==> src/rtl/miniscope_readout_if.sv <==
// Purpose : bundles the miniscope read-side signals: RAM port-B, DMB stream handshake, status, parity.
// Ports   : master = readout sequencer side; slave = RAM / DMB consumer / control side.
// Clocking: carries no clock or reset; those stay plain ports on the sequencer.
interface miniscope_readout_if #(
   parameter int RAM_ADRB  = 11,
   parameter int RAM_WIDTH = 8,
   parameter int TBIN_BITS = 5
);
   logic                   rd_start;
   logic [RAM_ADRB-1:0]    rd_adr_start;
   logic [TBIN_BITS-1:0]   rd_ntbins;
   logic [RAM_ADRB-1:0]    fifo_radr_mini;
   logic [2*RAM_WIDTH-1:0] fifo_rdata_mini;
   logic [1:0]             parity_err_mini;
   logic [2*RAM_WIDTH-1:0] mini_rd_data;
   logic                   mini_rd_valid;
   logic                   mini_rd_last;
   logic                   mini_rd_ready;
   logic                   rd_busy;
   logic                   rd_done;
   logic                   perr_clear;
   logic [1:0]             parity_err_sticky;

   modport master (
      input  rd_start, rd_adr_start, rd_ntbins, fifo_rdata_mini, parity_err_mini,
             mini_rd_ready, perr_clear,
      output fifo_radr_mini, mini_rd_data, mini_rd_valid, mini_rd_last,
             rd_busy, rd_done, parity_err_sticky
   );

   modport slave (
      output rd_start, rd_adr_start, rd_ntbins, fifo_rdata_mini, parity_err_mini,
             mini_rd_ready, perr_clear,
      input  fifo_radr_mini, mini_rd_data, mini_rd_valid, mini_rd_last,
             rd_busy, rd_done, parity_err_sticky
   );
endinterface

==> src/rtl/miniscope_readout.sv <==
// Purpose : reads rd_ntbins words from the miniscope FIFO RAM starting at rd_adr_start, streams them out.
// Latency : rd_start at N -> PRIME at N+1 -> first word at N+2; one word/clock with ready high; rd_done the cycle after the last fire.
// Backpressure: ready low holds state, address and data; parity only accumulates on accepted words.
// Ports   : clock, reset_n (async active-low), bus (miniscope_readout_if.master: request, RAM port-B, stream, status, parity).
module miniscope_readout #(
   parameter int RAM_ADRB  = 11,
   parameter int RAM_WIDTH = 8,
   parameter int TBIN_BITS = 5
) (
   input  logic                 clock,
   input  logic                 reset_n,
   miniscope_readout_if.master  bus
);
   typedef enum logic [1:0] {IDLE, PRIME, SEND} state_t;

   localparam logic [RAM_ADRB-1:0]  ADR_ONE = RAM_ADRB'(1);
   localparam logic [TBIN_BITS-1:0] CNT_ONE = TBIN_BITS'(1);

   state_t                 state_q;
   logic [RAM_ADRB-1:0]    rd_adr_q;
   logic [TBIN_BITS-1:0]   cnt_q;
   logic                   valid_q;
   logic                   last_q;
   logic                   busy_q;
   logic                   done_q;
   logic [1:0]             sticky_q;
   logic [1:0]             sticky_d;
   logic [RAM_ADRB-1:0]    rd_adr_inc;
   logic [2*RAM_WIDTH-1:0] rdata;
   logic                   fire;

   assign fire       = valid_q & bus.mini_rd_ready;
   assign rd_adr_inc = rd_adr_q + ADR_ONE;

   // Present the next address as soon as the current word is accepted so the
   // RAM output already holds the following word in the next cycle.
   assign bus.fifo_radr_mini = (state_q == SEND && fire) ? rd_adr_inc : rd_adr_q;

   // RAM output is registered and the address is held on stall, so the data is stable.
   assign rdata              = bus.fifo_rdata_mini;
   assign bus.mini_rd_data   = rdata;
   assign bus.mini_rd_valid  = valid_q;
   assign bus.mini_rd_last   = last_q;
   assign bus.rd_busy        = busy_q;
   assign bus.rd_done        = done_q;
   assign bus.parity_err_sticky = sticky_q;

   always_ff @(posedge clock or negedge reset_n) begin
      if (!reset_n) begin
         state_q  <= IDLE;
         rd_adr_q <= '0;
         cnt_q    <= '0;
         valid_q  <= 1'b0;
         last_q   <= 1'b0;
         busy_q   <= 1'b0;
         done_q   <= 1'b0;
      end else begin
         done_q <= 1'b0;
         case (state_q)
            IDLE: begin
               if (bus.rd_start) begin
                  if (bus.rd_ntbins != '0) begin
                     rd_adr_q <= bus.rd_adr_start;
                     cnt_q    <= bus.rd_ntbins - CNT_ONE;
                     busy_q   <= 1'b1;
                     state_q  <= PRIME;
                  end else begin
                     done_q   <= 1'b1;
                  end
               end
            end
            PRIME: begin
               // RAM latches rd_adr this cycle; its word is presented next cycle.
               valid_q <= 1'b1;
               last_q  <= (cnt_q == '0);
               state_q <= SEND;
            end
            SEND: begin
               if (fire) begin
                  if (cnt_q != '0) begin
                     rd_adr_q <= rd_adr_inc;
                     cnt_q    <= cnt_q - CNT_ONE;
                     last_q   <= (cnt_q == CNT_ONE);
                  end else begin
                     valid_q <= 1'b0;
                     last_q  <= 1'b0;
                     busy_q  <= 1'b0;
                     done_q  <= 1'b1;
                     state_q <= IDLE;
                  end
               end
            end
            default: state_q <= IDLE;
         endcase
      end
   end

   // Clear first, then OR in the new error, so a bank erroring on the
   // clearing cycle stays flagged.
   always_comb begin
      sticky_d = sticky_q;
      if (bus.perr_clear) sticky_d = 2'b00;
      if (fire)           sticky_d = sticky_d | bus.parity_err_mini;
   end

   always_ff @(posedge clock or negedge reset_n) begin
      if (!reset_n) sticky_q <= 2'b00;
      else          sticky_q <= sticky_d;
   end
endmodule
==> src/flat_wrapper.sv <==
// flat-port wrapper written by rule: the top's interface ports become plain ports
module miniscope_readout_flat 
#(
   parameter int RAM_ADRB  = 11,
   parameter int RAM_WIDTH = 8,
   parameter int TBIN_BITS = 5
)
  (clock, reset_n, bus_rd_start, bus_rd_adr_start, bus_rd_ntbins, bus_fifo_rdata_mini, bus_parity_err_mini, bus_mini_rd_ready, bus_perr_clear, bus_fifo_radr_mini, bus_mini_rd_data, bus_mini_rd_valid, bus_mini_rd_last, bus_rd_busy, bus_rd_done, bus_parity_err_sticky);
  miniscope_readout_if #(.RAM_ADRB(RAM_ADRB), .RAM_WIDTH(RAM_WIDTH), .TBIN_BITS(TBIN_BITS)) bus_i ();
  input  logic clock;
  input  logic reset_n;
  input wire logic [$bits(bus_i.rd_start)-1:0] bus_rd_start;
  input wire logic [$bits(bus_i.rd_adr_start)-1:0] bus_rd_adr_start;
  input wire logic [$bits(bus_i.rd_ntbins)-1:0] bus_rd_ntbins;
  input wire logic [$bits(bus_i.fifo_rdata_mini)-1:0] bus_fifo_rdata_mini;
  input wire logic [$bits(bus_i.parity_err_mini)-1:0] bus_parity_err_mini;
  input wire logic [$bits(bus_i.mini_rd_ready)-1:0] bus_mini_rd_ready;
  input wire logic [$bits(bus_i.perr_clear)-1:0] bus_perr_clear;
  output wire logic [$bits(bus_i.fifo_radr_mini)-1:0] bus_fifo_radr_mini;
  output wire logic [$bits(bus_i.mini_rd_data)-1:0] bus_mini_rd_data;
  output wire logic [$bits(bus_i.mini_rd_valid)-1:0] bus_mini_rd_valid;
  output wire logic [$bits(bus_i.mini_rd_last)-1:0] bus_mini_rd_last;
  output wire logic [$bits(bus_i.rd_busy)-1:0] bus_rd_busy;
  output wire logic [$bits(bus_i.rd_done)-1:0] bus_rd_done;
  output wire logic [$bits(bus_i.parity_err_sticky)-1:0] bus_parity_err_sticky;
  assign bus_i.rd_start = bus_rd_start;
  assign bus_i.rd_adr_start = bus_rd_adr_start;
  assign bus_i.rd_ntbins = bus_rd_ntbins;
  assign bus_i.fifo_rdata_mini = bus_fifo_rdata_mini;
  assign bus_i.parity_err_mini = bus_parity_err_mini;
  assign bus_i.mini_rd_ready = bus_mini_rd_ready;
  assign bus_i.perr_clear = bus_perr_clear;
  assign bus_fifo_radr_mini = bus_i.fifo_radr_mini;
  assign bus_mini_rd_data = bus_i.mini_rd_data;
  assign bus_mini_rd_valid = bus_i.mini_rd_valid;
  assign bus_mini_rd_last = bus_i.mini_rd_last;
  assign bus_rd_busy = bus_i.rd_busy;
  assign bus_rd_done = bus_i.rd_done;
  assign bus_parity_err_sticky = bus_i.parity_err_sticky;
  miniscope_readout #(.RAM_ADRB(RAM_ADRB), .RAM_WIDTH(RAM_WIDTH), .TBIN_BITS(TBIN_BITS)) u_core (.clock(clock), .reset_n(reset_n), .bus(bus_i));
endmodule
==> config.mk <==
export PLATFORM = sky130hd
export DESIGN_NAME = miniscope_readout_flat
export DESIGN_NICKNAME = d
export VERILOG_FILES = /design/src/rtl/miniscope_readout_if.sv /design/src/rtl/miniscope_readout.sv /design/src/flat_wrapper.sv
export SDC_FILE = /design/constraint.sdc
export NUM_CORES = 1
export LEC_CHECK = 0
export CAP_MARGIN = 0
export CORE_ASPECT_RATIO = 1.5
export CORE_MARGIN = 2
export CORE_UTILIZATION = 40
export CTS_BUF_LIST = sky130_fd_sc_hd__clkbuf_16
export DETAILED_ROUTE_END_ITERATION = 12
export GPL_ROUTABILITY_DRIVEN = 0
export GPL_TIMING_DRIVEN = 0
export HOLD_SLACK_MARGIN = 0.05
export PLACE_DENSITY_LB_ADDON = 0.1
export SETUP_SLACK_MARGIN = 0.5
export SLEW_MARGIN = 20
export SYNTH_ARGS = -nofsm -noshare
export SYNTH_HDL_FRONTEND = slang
export SYNTH_SLANG_ARGS = --single-unit
==> constraint.sdc <==
create_clock -name clock -period 2.15 [get_ports clock]
set_input_delay 0.43 -clock clock [delete_from_list [all_inputs] [get_ports clock]]
set_output_delay 0.43 -clock clock [all_outputs]
set_load 0.03 [all_outputs]
==> metrics.md, run 1 <==
| Metric | Value |
|---|---|
| Yosys top cell area share | 0.326 |
| Clk_skew | 0.00520 ns |
| DR pass1 iterations | 4 |
| Synthesized area | 1840 um^2 |
| Top-count cell post-synth | nand2_1 |
| Vias in the first global route | 2,286 |
| First-pass GRT wire length | 11,000 um |
| Initial Util | 0.412 |
| Htree depth | 1 |
| Power after layout | 5.56 mW |
| Die Span Y | 87.1 um |
| VDD IR max | 0.732 mV |
| Pwr/cell area | 1510 nW/um^2 |
| CTS buffer count | 3 |
| Final period demand of the worst path | 2.25 ns |
| Area Growth Syn to Fin | 99.6% |
| Antenna violations before repair | 0 |
| Failing checks | negative setup slack |
| Core ar. | 4470 um^2 |
| Most frequent CP cell | buf_6 |
| Arr. time, crit path | 2.38 ns |
| Die Width | 59.4 um |
| Leakage | 1.58 nW |
| Gr ovfl total | 0 |
| Final WL | 7720 um |
| Max FO, Critical Path | 8 |
| Clock buffer depth | 2 |
| Top post-synthesis cells by count | nand2_1 (25), dfrtp_1 (24), o21ai_0 (18), buf_4 (17) |
| Wire per inst | 20.4 um |
| Non-filler cells, final | 379 |
| Vias per Instance | 5.78 |
| Crit Path Class | reg2reg |
| Std cell rows | 30 |
| Clk Latency, worst-skew pair | 0.27 ns |
| Clock-pin transition on the worst setup and hold timing paths | 0.07 ns |
| Clock root buffer | clkbuf_16 |
| Post-layout nets | 380 |
| Number of DRC markers in iteration 0 | 174 |
| # fillers | 264 |
| CTS tree | built |
| Die area | 5170 um^2 |
| YS warnings | 0 |
| Synth Flop Type | dfrtp_1 |
| DR vias | 2,190 |
| Worst setup SP type | flip-flop |
| Number of flops mapped to enable cells by yosys | 0 |
| CP delay by family, top | buffers and inverters |
| Syn nets | 268 |
| Final Max Slew Viols | 0 |
| Final hold vios | 0 |
| Sequential cell area fraction in the yosys report | 0.326 |
| Antenna Violating Nets Remaining | 0 |
| Slowest cell on crit path | dfrtp_1 |
| Critical Path Max Stage Delay | 0.40 ns |
| Hold Crit Class | in2async |
| Synthesized instance count | 220 |
| Worst slew pin tran | 0.699 ns |
| Dpl hpwl | 3890 um |
| I/O pins | 72 |
| Total track usage | 0.284 |
| Final WS setup | -0.0976 ns |
| Crit path cell chain | inv_2, ha_4, buf_4, and3_4, buf_8, buf_6, a21oi_4, buf_12, buf_4, buf_6, buf_6, nor2_4, a2bb2oi_1 |
| Final setup fails | 20 |
| Clock sinks | 24 |
| Worst EP required | 2.28 ns |
| Buffers & Inverters on Critical Path | 8 |
| Diode count | 0 |
| Share of post-route cells with drive strength above 1 | 0.547 |
| Max_cap viols | 0 |
| Largest net degree at the start of global routing | 25 |
| Cells after DPL | 323 |
| Yosys cell types | 41 |
| Mapped Avg Cell Area | 8.37 um^2 |
| Top cell type by total area after synthesis | dfrtp_1 |
| DRC viols | 0 |
| Status | finished with violations |
| Final cycle utilization of the critical path | 1.05 |
| Fmax | 445 MHz |
| Post-synth ARST share | 1.00 |
| Top post-synthesis cells by area | dfrtp_1 (33%), buf_4 (6.9%), ha_1 (6.1%), nand2_1 (5.1%), o21ai_0 (4.9%) |
| Cts hold-fix bufs | 0 |
| RSZ-0062 raised after global routing | true |
| Crit. End Element | flip-flop |
| Synthesized flop and latch total | 24 |
| Port bufs | 55 |
| Relative slew slack | 0.534 |
cell usage in the layout (no fill, tap or decap), drive strengths merged, types with 6 or more instances in the layout:
master	n
buf	88
clkdlybuf4s50	31
nand2	25
dfrtp	24
o21ai	21
inv	14
nand3	13
nor2	11
dlygate4sd2	10
ha	9
a2bb2oi	8
clkbuf	8
a211oi	7
o22ai	6
xnor2	6
where the power goes:
group / internal [mW] / total, mW / switching [mW]
Sequential: 0.663 / 0.942 / 0.279
Combinational: 2.14 / 4.18 / 2.05
Clock: 0.250 / 0.436 / 0.186
Total: 3.05 / 5.56 / 2.51
repair_timing:
action | 4_1_cts | 5_1_grt
pin swaps | 27 | 7
setup buffers | 44 | 7
setup endpoints to repair | 39 | 33
cloned | 1 | 0
resized for setup | 165 | 17
final cells by class:
cell class                      count  area [um^2]  area share
Multi-Input combinational cell    155         1580       0.429
Timing Repair Buffer              107         1030       0.281
Sequential cell                    24          612       0.167
Buffer                             28          249      0.0678
Clock buffer                        3         75.1      0.0204
Inverter                           13         66.3      0.0181
Tap cell                           48         60.1      0.0163
Clock inverter                      1         3.75     0.00102
flip-flops by register name, indices dropped and copies added (netlist names):
name,cells
u_core.bus.rd_done,1
u_core.bus.mini_rd_valid,1
u_core.state_q,2
u_core.bus.mini_rd_last,1
u_core.rd_adr_q,11
u_core.bus.parity_err_sticky,2
u_core.cnt_q,5
u_core.bus.rd_busy,1
metal layers:
layer / vias to the layer above / GRT usage / wire, um
li1: 983 / - / -
met1: 1069 / 0.304 / 2590
met2: 99 / 0.508 / 4270
met3: 39 / 0.0297 / 366
met4: 0 / 0.180 / 493
met5: - / 0 / 0
cell families after synthesis:
logic type / after synthesis / synth area share
xor+xnor: 11 / 0.0523
flops: 24 / 0.326
fa+ha+maj: 9 / 0.0612
simple gates: 75 / 0.203
buf+inv: 41 / 0.121
mux: 6 / 0.0347
compound gates: 54 / 0.202
worst paths after layout:
kind | startpoint | endpoint | cells past startpoint | slack (ns)
min reg2reg | u_core.bus.parity_err_sticky[1] | u_core.bus.parity_err_sticky[1] | 2 | 0.55
max in group asynchronous | reset_n | u_core.rd_adr_q[9] | 1 | 1.54
min in group clock | u_core.bus.parity_err_sticky[1] | u_core.bus.parity_err_sticky[1] | 2 | 0.55
max reg2reg | u_core.state_q[0] | u_core.rd_adr_q[7] | 13 | -0.1
max | u_core.state_q[0] | u_core.rd_adr_q[7] | 13 | -0.1
min | reset_n | u_core.rd_adr_q[3] | 1 | 0.17
metrics by stage:
stage | TNS [ns] | utilization | instance area (um^2) | setup WS, ns | hold slack [ns]
final | -0.754 | 0.822 | 3670 | -0.0976 | 0.170
after detailed placement | -13.09 | 0.630 | 2810 | -0.666 | 0.466
after global placement | -12.99 | 0.631 | 2820 | -0.667 | 0.515
after CTS | -0.0359 | 0.791 | 3530 | -0.0155 | 0.188
after global routing | -2.06 | 0.822 | 3670 | -0.171 | 0.202
after floorplan | 0 | - | 2210 | 0.214 | 0.134
No activity file was read; power rests on OpenSTA's default activity.
==> run 2: changes to the inputs <==
--- a/config.mk
+++ b/config.mk
@@ -10,11 +10,12 @@
 export CORE_MARGIN = 2
 export CORE_UTILIZATION = 40
 export CTS_BUF_LIST = sky130_fd_sc_hd__clkbuf_16
+export CTS_CLUSTER_SIZE = 12
 export DETAILED_ROUTE_END_ITERATION = 12
 export GPL_ROUTABILITY_DRIVEN = 0
 export GPL_TIMING_DRIVEN = 0
 export HOLD_SLACK_MARGIN = 0.05
-export PLACE_DENSITY_LB_ADDON = 0.1
+export PLACE_DENSITY = 0.75
 export SETUP_SLACK_MARGIN = 0.5
 export SLEW_MARGIN = 20
 export SYNTH_ARGS = -nofsm -noshare
==> run 2 against run 1 <==
  * The run still ends with negative setup slack left
  * Final area is 5.0% lower
  * First-iteration DRC count down 72%
  * Critical path depth fell by 8
  * Die area unchanged
  * Largest cell class unchanged
==> metrics.md, run 2 (synthesis gave the netlist of run 1 again) <==
| Metric | Value |
|---|---|
| Share of post-route cells with drive strength above 1 | 0.471 (-0.0755) |
| Number of DRC markers in iteration 0 | 49 (-72%) |
| Clock buffer depth | 2 (unchanged) |
| Final period demand of the worst path | 2.18 ns (-0.0650 ns) |
| Largest net degree at the start of global routing | 25 (unchanged) |
| Most common cell after layout, fill and taps aside | buf_4 |
| Final setup fails | 5 (-75%) |
| Clk_skew | 0.00288 ns (-0.00232 ns) |
| First-pass GRT wire length | 9310 um (-16%) |
| Final Max Slew Viols | 0 (unchanged) |
| Leakage | 1.44 nW (-8.9%) |
| R2R setup slack | -0.02 ns (+0.08 ns) |
| Relative slew slack | 0.535 (+0.00157) |
| Largest register FFs | 11 (unchanged) |
| Die area | 5170 um^2 (unchanged) |
| RSZ-0062 raised after global routing | true |
| Commonest non-fill, non-tap cells in the layout | buf_4 (37), clkdlybuf4s50_1 (31), buf_6 (24) |
| I/O pins | 72 (unchanged) |
| Vias per Instance | 5.79 (+0.25%) |
| Cells after DPL | 323 (unchanged) |
| Htree depth | 1 (unchanged) |
| Non-filler cells, final | 362 (-4.5%) |
| Max FO, Critical Path | 6 (-2) |
| Clk Latency, worst-skew pair | 0.26 ns (about the same) |
| DR vias | 2,097 (-4.2%) |
| Clock root buffer | clkbuf_16 |
| Clock-pin transition on the worst setup and hold timing paths | 0.07 ns (about the same) |
| Final WS setup | -0.0326 ns (+0.0650 ns) |
| Status | finished with violations |
| Port bufs | 55 (unchanged) |
| Initial Util | 0.412 (unchanged) |
| Pwr/cell area | 1510 nW/um^2 (-0.53%) |
| Wire per inst | 16.9 um (-17%) |
| Worst slack, placed | -0.638 ns (+0.0280 ns) |
| Cts hold-fix bufs | 0 (unchanged) |
| Hold Crit Class | in2async |
| Crit. End Element | output pin |
| VDD IR max | 0.723 mV (-1.2%) |
| Post-layout nets | 363 (-4.5%) |
| Max_cap viols | 0 (unchanged) |
| Area Growth Syn to Fin | 89.7% |
| Worst setup SP type | flip-flop |
| Std cell rows | 30 (unchanged) |
| DRC viols | 0 (unchanged) |
| Total track usage | 0.232 (-0.0518) |
| Failing checks | negative setup slack |
| Final WL | 6120 um (-21%) |
| Vias in the first global route | 2,072 (-9.4%) |
| Core ar. | 4470 um^2 (unchanged) |
| Diode count | 0 (unchanged) |
| Dpl hpwl | 3600 um (-7.4%) |
| Final cycle utilization of the critical path | 1.02 (-0.0302) |
| DR pass1 iterations | 4 (unchanged) |
| CTS tree | built |
| CTS buffer count | 3 (unchanged) |
| Final hold vios | 0 (unchanged) |
| Worst EP required | 1.72 ns (-0.56 ns) |
| Arr. time, crit path | 1.75 ns (-0.63 ns) |
| Die Span Y | 87.1 um (unchanged) |
| Clock sinks | 24 (unchanged) |
| Antenna violations before repair | 0 (unchanged) |
| Antenna Violating Nets Remaining | 0 (unchanged) |
| Final hold slack | 0.154 ns (-0.0166 ns) |
| Crit Path Class | reg2out |
| Worst slew pin tran | 0.697 ns (-0.00236 ns) |
| Fmax | 458 MHz (+3.0%) |
| Gr ovfl total | 0 (unchanged) |
| Largest registers | u_core.rd_adr_q (11), u_core.cnt_q (5) |
| Die Width | 59.4 um (unchanged) |
| Largest reg by FF count | u_core.rd_adr_q |
| Sum Neg Setup Slack | -0.0675 ns (+0.686 ns) |
| # fillers | 296 (+12%) |
run 2: cell types whose count changed in the layout (fill, tap and decap cells not counted), sizes merged:
cell / before / now
buf: 88 / 71
bufinv: 0 / 1
inv: 14 / 13
run 2: power by group:
group          switching (mW)  internal (mW)
registers               0.330          0.659
clock network           0.178          0.371
logic                    1.74           1.98
total                    2.25           3.01
run 2: cell type report:
| class | instances | area (um^2) | area share |
|---|---|---|---|
| plain buffers | 28 | 254 | 0.0728 |
| clock buffers | 3 | 75.1 | 0.0215 |
| clock inverters | 1 | 30.0 | 0.00860 |
| inverters | 13 | 66.3 | 0.0190 |
| multi-input cells | 155 | 1480 | 0.424 |
| flip-flops and latches | 24 | 609 | 0.175 |
| well taps | 48 | 60.1 | 0.0172 |
| repair buffers | 90 | 917 | 0.263 |
run 2: per-layer routing:
metal | routed length, um | GRT usage
met5 | 0 | 0
met4 | 242 | 0.118
met3 | 315 | 0.0193
met2 | 3220 | 0.402
met1 | 2340 | 0.278
run 2: timing repair:
item,in CTS,in global routing
pin swaps,15,7
endpoints found under the setup margin,39,33
resized for setup,135,26
gates cloned,1,0
setup buffers,26,8
endpoints found under the hold margin,0,0
run 2: worst max-delay path, stage by stage (launching register included):
cell,delay (ns)
dfrtp_1,0.52
nand2_1,0.12
or3_4,0.42
nor2_4,0.13
xor2_4,0.15
buf_6,0.14
run 2: worst paths after layout:
kind / startpoint / end / cells past startpoint
worst max register to register: u_core.state_q[0] / u_core.cnt_q[2] / 10
worst max-delay path: u_core.rd_adr_q[7] / bus_fifo_radr_mini[8] / 5
worst min-delay path: reset_n / u_core.state_q[0] / 1
min in group clock: u_core.bus.parity_err_sticky[1] / u_core.bus.parity_err_sticky[1] / 2
max in group asynchronous: reset_n / u_core.rd_adr_q[1] / 1
worst min register to register: u_core.bus.parity_err_sticky[1] / u_core.bus.parity_err_sticky[1] / 2
run 2: metrics by stage:
step           instance area (um^2)  power [mW]   util
2_1_floorplan                  2210        2.73      -
3_3_place_gp                   2820        3.37  0.631
3_5_place_dp                   2810        3.42  0.630
4_1_cts                        3320        4.78  0.742
5_1_grt                        3490        5.53  0.782
6_report                       3490        5.26  0.782
==> run 3: changes to the inputs <==
--- a/config.mk
+++ b/config.mk
@@ -6,16 +6,16 @@
 export NUM_CORES = 1
 export LEC_CHECK = 0
 export CAP_MARGIN = 0
-export CORE_ASPECT_RATIO = 1.5
+export CORE_ASPECT_RATIO = 0.7
 export CORE_MARGIN = 2
-export CORE_UTILIZATION = 40
+export CORE_UTILIZATION = 44
 export CTS_BUF_LIST = sky130_fd_sc_hd__clkbuf_16
 export CTS_CLUSTER_SIZE = 12
 export DETAILED_ROUTE_END_ITERATION = 12
 export GPL_ROUTABILITY_DRIVEN = 0
 export GPL_TIMING_DRIVEN = 0
 export HOLD_SLACK_MARGIN = 0.05
-export PLACE_DENSITY = 0.75
+export PLACE_DENSITY = 0.79
 export SETUP_SLACK_MARGIN = 0.5
 export SLEW_MARGIN = 20
 export SYNTH_ARGS = -nofsm -noshare
==> constraint.sdc (replaced) <==
create_clock -name clock -period 2.25 [get_ports clock]
set_input_delay 0.45 -clock clock [delete_from_list [all_inputs] [get_ports clock]]
set_output_delay 0.45 -clock clock [all_outputs]
set_load 0.03 [all_outputs]
==> run 3 against run 2 <==
  * The run now ends clean
  * Global-route usage grew 6.7 points
  * Register-to-register slack gained 0.11 ns
  * Core utilization grew 12 points
  * Critical path depth grew 1
  * First-iteration DRC count grew to 5.6 times the previous value
  * Worst hold slack gained 0.032 ns
  * Via count grew 11%
  * Critical path type unchanged
  * Largest cell class unchanged
  * Highest routed layer unchanged
==> metrics.md, run 3 (synthesis gave the netlist of run 1 again) <==
| Metric | Value |
|---|---|
| Die Width | 81.3 um (+37%) |
| Std cell rows | 19 (-37%) |
| Post-layout nets | 376 (+3.6%) |
| Final Instance Area | 3580 um^2 (+2.7%) |
| CTS buffer count | 3 (unchanged) |
| Final WL | 8160 um (+33%) |
| Htree depth | 1 (unchanged) |
| Buffers & Inverters on Critical Path | 1 (unchanged) |
| Clock root buffer | clkbuf_16 |
| Area Growth Syn to Fin | 94.8% |
| Pwr/cell area | 1440 nW/um^2 (-4.7%) |
| Clk Latency, worst-skew pair | 0.26 ns (about the same) |
| Relative slew slack | 0.514 (-0.0212) |
| Total track usage | 0.299 (+0.0674) |
| Clock sinks | 24 (unchanged) |
| Share of post-route cells with drive strength above 1 | 0.520 (+0.0485) |
| DRC viols | 0 (unchanged) |
| Worst EP required | 1.80 ns (+0.08 ns) |
| Non-filler cells, final | 379 (+4.7%) |
| CTS tree | built |
| Diode count | 0 (unchanged) |
| Core ar. | 3970 um^2 (-11%) |
| Final Max Slew Viols | 0 (unchanged) |
| Final WS setup | 0.0196 ns (+0.0522 ns) |
| Power after layout | 5.14 mW (-2.2%) |
| Wire per inst | 21.5 um (+27%) |
| Max_cap viols | 0 (unchanged) |
| Fmax | 448 MHz |
| Status | finished clean |
| Antenna violations before repair | 0 (unchanged) |
| Critical Path Max Stage Delay | 0.40 ns (-0.12 ns) |
| CP delay by family, top | simple AND/OR/NAND/NOR gates |
| First-pass GRT wire length | 10,600 um (+13%) |
| Largest registers | u_core.rd_adr_q (11), u_core.cnt_q (5) |
| DR pass1 iterations | 6 (+2) |
| Dpl hpwl | 3860 um (+7.2%) |
| Final setup fails | 0 (-5) |
| Hold Crit Class | in2async |
| Leakage | 1.54 nW (+6.5%) |
| RR Startpoint | u_core.state_q[0] |
| Worst slew pin tran | 0.729 ns (+0.0318 ns) |
| Number of DRC markers in iteration 0 | 273 (+460%) |
| Largest reg by FF count | u_core.rd_adr_q |
| # fillers | 156 (-47%) |
| Crit path cell chain | ha_4, nand3_2, or3_4, nor2_4, xor2_4, buf_6 |
| Post-placement cell area | 2820 um^2 (+0.31%) |
| Crit Path Class | reg2out |
| Commonest non-fill, non-tap cells in the layout | buf_4 (51), clkdlybuf4s50_1 (32), buf_6 (27) |
| Final period demand of the worst path | 2.23 ns |
| Most common cell after layout, fill and taps aside | buf_4 |
| Largest register FFs | 11 (unchanged) |
| Clock-pin transition on the worst setup and hold timing paths | 0.06 ns (about the same) |
| Fin util | 0.903 (+0.121) |
| Cts hold-fix bufs | 0 (unchanged) |
| Arr. time, crit path | 1.78 ns (+0.03 ns) |
| Die Span Y | 58.1 um (-33%) |
| Initial Util | 0.464 (+0.0516) |
| Critical path origin | u_core.rd_adr_q[1] |
| VDD IR max | 0.898 mV (+24%) |
| Final hold vios | 0 (unchanged) |
| Antenna Violating Nets Remaining | 0 (unchanged) |
| Cells after DPL | 327 (+1.2%) |
| Die area | 4720 um^2 (-8.6%) |
| Worst slack, placed | -0.585 ns (+0.0534 ns) |
| Port bufs | 55 (unchanged) |
| Clk_skew | 0.00241 ns (-0.000474 ns) |
| Final cycle utilization of the critical path | 0.991 |
| DR vias | 2,325 (+11%) |
| Worst setup SP type | flip-flop |
| Vias in the first global route | 2,112 (+1.9%) |
| Vias per Instance | 6.13 (+5.9%) |
| Max FO, Critical Path | 3 (-3) |
| Gr ovfl total | 0 (unchanged) |
| Crit. End Element | output pin |
| Largest net degree at the start of global routing | 25 (unchanged) |
| I/O pins | 72 (unchanged) |
| Clock buffer depth | 2 (unchanged) |
| Slowest cell on crit path | dfrtp_2 |
| RSZ-0062 raised after global routing | true |
-- run 3: path summary, 6_finish.rpt --
path / slack [ns] / cells past startpoint / endpoint
min reg2reg: 0.57 / 2 / u_core.bus.parity_err_sticky[1]
max: 0.02 / 6 / bus_fifo_radr_mini[8]
min: 0.19 / 1 / u_core.rd_adr_q[4]
max reg2reg: 0.09 / 10 / u_core.cnt_q[2]
min in group clock: 0.57 / 2 / u_core.bus.parity_err_sticky[1]
max in group asynchronous: 1.64 / 1 / u_core.rd_adr_q[0]
-- run 3: area by class of cell --
type,instances,area [um^2],area share
timing repair buffer,103,987,0.275
tap,52,65.1,0.0182
buffer,28,256,0.0716
sequential,24,611,0.170
inverter,13,66.3,0.0185
clock inverter,1,3.75,0.00105
clock buffer,3,75.1,0.0209
multi-input combinational,155,1520,0.424
-- run 3: layer usage --
metal  part of all wire  up-vias  global-route usage
met3               0.11       40              0.0717
met1               0.38     1101               0.397
met4              0.035        0               0.114
met5                  0        -                   0
li1                   -      987                   -
met2               0.47      197               0.475
-- run 3: through the flow --
stage                     setup TNS (ns)  hold slack [ns]
after floorplan                        0            0.154
after global placement            -10.67            0.518
after detailed placement          -10.96            0.474
after CTS                              0            0.198
after global routing             -0.0731            0.225
final                                  0            0.186
-- run 3: worst reg2reg max path, cell delays in order, from the launching register on --
cell,delay [ns]
dfrtp_1,0.40
inv_2,0.08
ha_4,0.16
and3_4,0.19
buf_8,0.15
buf_6,0.12
a21oi_4,0.06
buf_6,0.13
or2_4,0.22
buf_6,0.13
a2111o_1,0.39
-- run 3: report_power, final --
group          total (mW)  switching [mW]  internal [mW]
Clock               0.401           0.163          0.238
Combinational        3.78            1.87           1.91
Sequential          0.966           0.334          0.632
Total                5.14            2.37           2.78
-- run 3: timing repair --
action                     4_1_cts  5_1_grt
gates resized for setup        133       43
buffers inserted                34       13
setup endpoints to repair       33       36
pin swaps                       21       16
gates cloned                     1        0
